<file path="config.mk">
export PLATFORM = sky130hd
export DESIGN_NAME = bias_add_stage
export DESIGN_NICKNAME = d
export VERILOG_FILES = /design/src/rtl/bias_add_stage.sv
export SDC_FILE = /design/constraint.sdc
export NUM_CORES = 2
export LEC_CHECK = 0
export CORE_AREA = 2 2 334 336
export CTS_CLUSTER_SIZE = 40
export DETAILED_ROUTE_END_ITERATION = 8
export DIE_AREA = 0 0 336 338
export SYNTH_ARGS = -nofsm -noshare
export SYNTH_HDL_FRONTEND = slang
export SYNTH_SLANG_ARGS = --single-unit
</file>
<file path="constraint.sdc">
create_clock -name clk -period 5.3 [get_ports clk]
set_input_delay 1.325 -clock clk [delete_from_list [all_inputs] [get_ports clk]]
set_output_delay 1.325 -clock clk [all_outputs]
set_load 0.01 [all_outputs]
</file>
<file path="src/rtl/bias_add_stage.sv">
// Bias-add stage: per-lane signed add of bias to adder-tree sums, 18-bit saturation,
// two-deep valid/ready pipeline with end-of-pass marker. Optional ReLU via BIAS_ADD_RELU_EN.
module bias_add_stage #(
   parameter int unsigned N_adder_tree = 16,
   parameter int unsigned DW           = 18,
   parameter int unsigned N_OUT        = 64
) (
   input  logic                         clk,
   input  logic                         rst,
   input  logic [N_adder_tree*DW-1:0]   bias_q,
   input  logic                         in_valid,
   output logic                         in_ready,
   input  logic [N_adder_tree*DW-1:0]   in_data,
   output logic                         out_valid,
   input  logic                         out_ready,
   output logic [N_adder_tree*DW-1:0]   out_data,
   output logic                         out_last,
   output logic                         sat_flag
);

   localparam int unsigned SW = DW + 1;
   localparam int unsigned VW = N_adder_tree * DW;
   localparam int unsigned CW = (N_OUT > 1) ? $clog2(N_OUT) : 1;
   localparam logic [CW-1:0] LAST_CNT = CW'(N_OUT - 1);

   logic                             s1_valid;
   logic [N_adder_tree-1:0][SW-1:0]  s1_sum;
   logic [N_adder_tree-1:0][SW-1:0]  sum_c;
   logic [VW-1:0]                    sat_c;
   logic                             sat_any_c;
   logic                             s1_load;
   logic                             s2_load;
   logic                             xfer;
   logic [CW-1:0]                    cnt;
   logic [CW-1:0]                    cnt_next;

   // Handshake: stage 1 frees up whenever stage 2 can take its contents.
   assign s2_load  = s1_valid && (!out_valid || out_ready);
   assign in_ready = !s1_valid || !out_valid || out_ready;
   assign s1_load  = in_valid && in_ready;
   assign xfer     = out_valid && out_ready;

   // One guard bit per lane keeps the raw sum exact before clamping.
   always_comb begin
      sum_c = '0;
      for (int i = 0; i < int'(N_adder_tree); i++) begin
         sum_c[i] = {in_data[DW*i+DW-1], in_data[DW*i +: DW]}
                  + {bias_q[DW*i+DW-1], bias_q[DW*i +: DW]};
      end
   end

   // Overflow shows as guard bit differing from the lane sign bit.
   always_comb begin
      sat_c     = '0;
      sat_any_c = 1'b0;
      for (int i = 0; i < int'(N_adder_tree); i++) begin
         if (s1_sum[i][SW-1] != s1_sum[i][SW-2]) begin
            sat_any_c = 1'b1;
            sat_c[DW*i +: DW] = s1_sum[i][SW-1] ? {1'b1, {(DW-1){1'b0}}}
                                                : {1'b0, {(DW-1){1'b1}}};
         end else begin
            sat_c[DW*i +: DW] = s1_sum[i][DW-1:0];
         end
`ifdef BIAS_ADD_RELU_EN
         if (sat_c[DW*i+DW-1]) begin
            sat_c[DW*i +: DW] = '0;
         end
`endif
      end
   end

   always_comb begin
      cnt_next = cnt;
      if (xfer) begin
         cnt_next = (cnt == LAST_CNT) ? '0 : cnt + CW'(1);
      end
   end

   always_ff @(posedge clk) begin
      if (rst) begin
         s1_valid  <= 1'b0;
         s1_sum    <= '0;
         out_valid <= 1'b0;
         out_data  <= '0;
         out_last  <= 1'b0;
         sat_flag  <= 1'b0;
         cnt       <= '0;
      end else begin
         if (s1_load) begin
            s1_sum <= sum_c;
         end
         s1_valid  <= s1_load || (s1_valid && !s2_load);
         out_valid <= s2_load || (out_valid && !out_ready);
         if (s2_load) begin
            out_data <= sat_c;
            out_last <= (cnt_next == LAST_CNT);
         end else if (xfer) begin
            out_last <= 1'b0;
         end
         if (s2_load && sat_any_c) begin
            sat_flag <= 1'b1;
         end
         cnt <= cnt_next;
      end
   end

endmodule
</file>
## Yosys cells after proc, flatten, opt, wreduce, memory -nomap -nowiden

Index checks and enable logic that the tools add are counted.
W data, S select, Z words.

- Flip-flop bits (word level): 602
- Output and inout port bits: 292
- Logic and storage cells: 125

- Add/subtract/negate cells: 17
- Equal/unequal tests: 18
- Muxes and demuxes: 52
- Reduce and logical (&&, ||, !) cells: 16

Operator list:

| cell | number |
|---|---|
| $mux W18 | 32 |
| $add A18 B18 Y19 | 16 |
| $mux W1 | 18 |
| $ne A1 B1 Y1 | 16 |
| $eq A6 B6 Y1 const B | 2 |
| $mux W6 | 2 |
| $add A6 B1 Y6 const B | 1 |
| $logic_and A1 B1 Y1 | 6 |
| $logic_or A1 B1 Y1 | 5 |
| $logic_not A1 Y1 | 4 |
| $reduce_bool A2 Y1 | 1 |

## Longest topological paths before layout

- Depth in word-level cells: 18
- Gate-level depth with buffers: 11
- Gate-level depth less buffers: 11

## Worst setup path before layout

OpenSTA, ideal clock, no wires.

- Path type: input to register
- Start point: input bias_q[234]
- End point: register s1_sum[263] (netlist bit)
- Library setup time: 0.062 ns
- Arrival: 3.559 ns
- Required time: 5.238 ns
- Path slack: 1.679 ns
- Stages: 11
- Buffers on the path: 0
- Cells stage by stage: ha_1 inv_1 fa_1 nor2b_4 o31a_1 o211ai_2 a21oi_2 or4b_4 nor4b_4 or4_1 nand3_1

- Longest elaborated chain between the ends: 1

Ends and longest elaborated chain:

| what | line | text |
|---|---|---|
| start: declaration | 10 | `input logic [N_adder_tree*DW-1:0] bias_q,` |
| $add A18 B18 Y19 | 48 | `+ {bias_q[DW*i+DW-1], bias_q[DW*i +: DW]};` |
| end signal: assignment | 90 | `s1_sum <= sum_c;` |
| end: declaration | 27 | `logic [N_adder_tree-1:0][SW-1:0] s1_sum;` |

Every way passes these cells.
A chain may end at the register's enable or synchronous reset.

## Worst setup path in the final report

- Start point: input out_ready
- End point: output in_ready

- Longest elaborated chain between the ends: 1

Ends and longest elaborated chain:

| what | line | text |
|---|---|---|
| start: declaration | 15 | `input logic out_ready,` |
| $logic_or A1 B1 Y1 | 39 | `assign in_ready = !s1_valid \|\| !out_valid \|\| out_ready;` |
| end: declaration | 12 | `output logic in_ready,` |

Every way passes these cells.

==> flow_summary_export.csv <==
group,metric,value,unit
outcome,status,"finished, final reports clean",
global_route,grt_max_degree,157,
placement,gp_congestion,0.950,
global_route,grt_pass1_wl,204,mm
power,powerDensity,304,nW/um2
timing,relSlewSlack,0.0883,
clock_network,hold_buffers,0,
synthesis,synth_top_area_cell,"dfxtp_1",
power,internal-power,0.00986,W
setup_path,cp.required,3970,ps
route,ant_nets,0,
timing,max_freq,234,MHz
timing,final.period_utilization,0.806,
setup_path,path_max_fanout,5,
layout,nets,5997,
power,clkPwrFrac,0.364,
hold_path,hp-class,"reg -> reg",
setup_path,path_class,"in -> out",
placement,dp_hpwl,106,mm
job,cap_violations,0,
setup_path,reg2reg_depth,6,
power,p_seq_frac,0.360,
floorplan,die-area,114000,um2
synthesis,synth_area,34700,um2
timing,min_period,4270,ps
layout,final_area,47500,um2
timing,rsz0062_at_grt,"false",
synthesis,ys_ff_latch,602,
hold_path,hold_start,"s1_sum[280]",
timing,hold_viol,0,
timing,drv_slew,0,
route,viasPerCell,5.26,
synthesis,synth_edf_count,0,
floorplan,floorplan.rows,122,
route,drc,0,
global_route,first_global_vias,33000,
synthesis,synth_seq_area_share,0.347,
synthesis,syn_avg_cell_area,8.02,um2
route,drt_first_pass_iters,5,
synthesis,synth_top_area_share,0.347,
route,drt_iter0_drc,2291,
layout,drive_gt1_frac,0.0391,
clock_network,cts_inserted_buffers,73,
clock_network,cts_max_level,3,
timing,hold_ws,445,ps
placement,place_area,45000,um2
timing,worst_pin_slew,1360,ps
route,wl_met1,57.8,mm
placement,port_buffers,871,
synthesis,synth-main-ff-cell,"dfxtp_1",
global_route,grt_usage,0.234,
clock_network,cts_tree,"done",
layout,layout_common_cells,"clkdlybuf4s50_1, dfxtp_1, nor2_1",
clock_network,root_buffer,"clkbuf_16",
layout,layout_commonest_cell,"clkdlybuf4s50_1",
clock_network,clock-sinks,602,
floorplan,start_util,0.316,
timing,setup-violations-final,0,
setup_path,crit_arrival,2950,ps
route,highest_layer,"met5",
floorplan,fp.dieW,336,um
placement,dp_cells,6493,
power,vdd_drop_max,0.187,mV
synthesis,synth.lib_cells_used.distinct,84,
global_route,grt-ovfl-total,0,
floorplan,io_pins,872,
setup_path,start_kind,"primary input",
setup_path,crit_path_start,"out_ready",
power,p_leak,18.3,nW
timing,finalSetupTns,0,ps
route,vias,34900,
floorplan,core-area,110000,um2
global_route,grt_antenna_before_repair,31,
route,post_drt_wl_per_cell,21.0,um
setup_path,worstReg2RegStart,"s1_sum[283]",
setup_path,end_kind,"output port",
synthesis,async_flop_share,0,
synthesis,synth_fp_nets,5247,
clock_network,postCtsSetupBuffers,0,
clock_network,clk_path_buf_depth,3,
route,drt_wl_total,139,mm
hold_path,min_path_cells,2,
synthesis,synth.area.top_cells,"dfxtp_1, ha_1, a211oi_1, nor2_1, nor3_1",
clock_network,path_clk_slew,50,ps
power,power.switching,0.00455,W
layout,area_growth,36.6,%
power,comb_power_share,0.276,
clock_network,cts-resized-gates,0,
synthesis,syn_inst,4330,
power,swShare,0.316,
layout,fin_cells,6633,
clock_network,clkLatencyLatePin,640,ps
route,wl_met3,9.53,mm
synthesis,yosys_warnings,0,
floorplan,die_h,338,um
timing,worst_clock_skew,24.4,ps
route,met2WireLength,65.8,mm
-- per-layer routing --
| layer | vias up | track usage |
|---|---|---|
| met4 | 44 | 0.102 |
| li1 | 17100 | - |
| met1 | 16300 | 0.285 |
| met3 | 263 | 0.0541 |
| met5 | - | 0 |
| met2 | 1115 | 0.393 |
-- worst paths after layout --
path | endpoint | slack (ps)
max reg2reg | sat_flag | 2420
min | s1_sum[280] | 450
min reg2reg | s1_sum[280] | 450
max | in_ready | 1030
-- cells by family after synthesis --
family | after synthesis | share of synthesized area
fa+ha+maj | 337 | 0.125
mux | 6 | 0.00173
simple gates | 1670 | 0.220
xor+xnor | 177 | 0.0446
flops | 602 | 0.347
buf+inv | 369 | 0.0403
compound gates | 1169 | 0.222
-- sequential cells by signal, summed over array words and instances (netlist names) --
signal,cells
cnt,6
out_data,288
out_last,1
out_valid,1
s1_sum,304
s1_valid,1
sat_flag,1
-- synth_stat cells, drive strengths merged, types with 6 or more instances --
| library cell | instances |
|---|---|
| dfxtp | 602 |
| nor2 | 525 |
| nand2 | 428 |
| nor3 | 385 |
| a21oi | 337 |
| a211oi | 321 |
| ha | 321 |
| clkbuf | 218 |
| o21ai | 162 |
| inv | 122 |
| xnor2 | 117 |
| nand3 | 74 |
| a21o | 66 |
| xor2 | 60 |
| o21a | 48 |
| nor2b | 47 |
| or3 | 38 |
| a31oi | 33 |
| and3 | 31 |
| buf | 28 |
| nand4 | 26 |
| o211ai | 21 |
| o31a | 20 |
| o31ai | 20 |
| o21bai | 17 |
| and2 | 16 |
| fa | 16 |
| nand2b | 16 |
| nor3b | 16 |
| nor4b | 16 |
| a21boi | 14 |
| nand3b | 14 |
| a22o | 12 |
| o22ai | 10 |
| or4 | 10 |
| a311oi | 9 |
| a211o | 8 |
| o41ai | 8 |
| or2 | 8 |
| a41oi | 7 |
| o2111ai | 7 |
| and4 | 6 |
| mux2i | 6 |
-- area by class of cell --
cell class | count | area, um2
diodes | 9 | 22.5
inverters | 122 | 458
flip-flops and latches | 602 | 12100
fillers | 11000 | 62600
well taps | 1488 | 1860
clock buffers | 101 | 2100
clock inverters | 30 | 382
multi-input cells | 3359 | 21300
repair buffers | 922 | 9240
-- power by group through the flow --
stage / Clock (W) / Combinational [W] / Sequential [W]
finish: 0.00525 / 0.00398 / 0.00518
global route: 0.00554 / 0.00434 / 0.00523
floorplan: 0 / 0.00221 / 0.00530
global placement: 0 / 0.00395 / 0.00527
detailed placement: 0 / 0.00397 / 0.00528
CTS: 0.00538 / 0.00399 / 0.00518
-- worst max-delay path: stages --
cell             delay (ps)
clkdlybuf4s50_1         500
nor2b_1                 380
nand2_1                 200
clkdlybuf4s50_1         540
-- through the flow --
step	total power [W]	worst slack (ps)	utilization
2_1_floorplan	0.00751	1680	-
3_3_place_gp	0.00921	681	0.408
3_5_place_dp	0.00925	752	0.408
4_1_cts	0.0146	1030	0.431
5_1_grt	0.0151	959	0.431
6_report	0.0144	1030	0.431
Note: power is estimated with default switching activity, not from simulation.
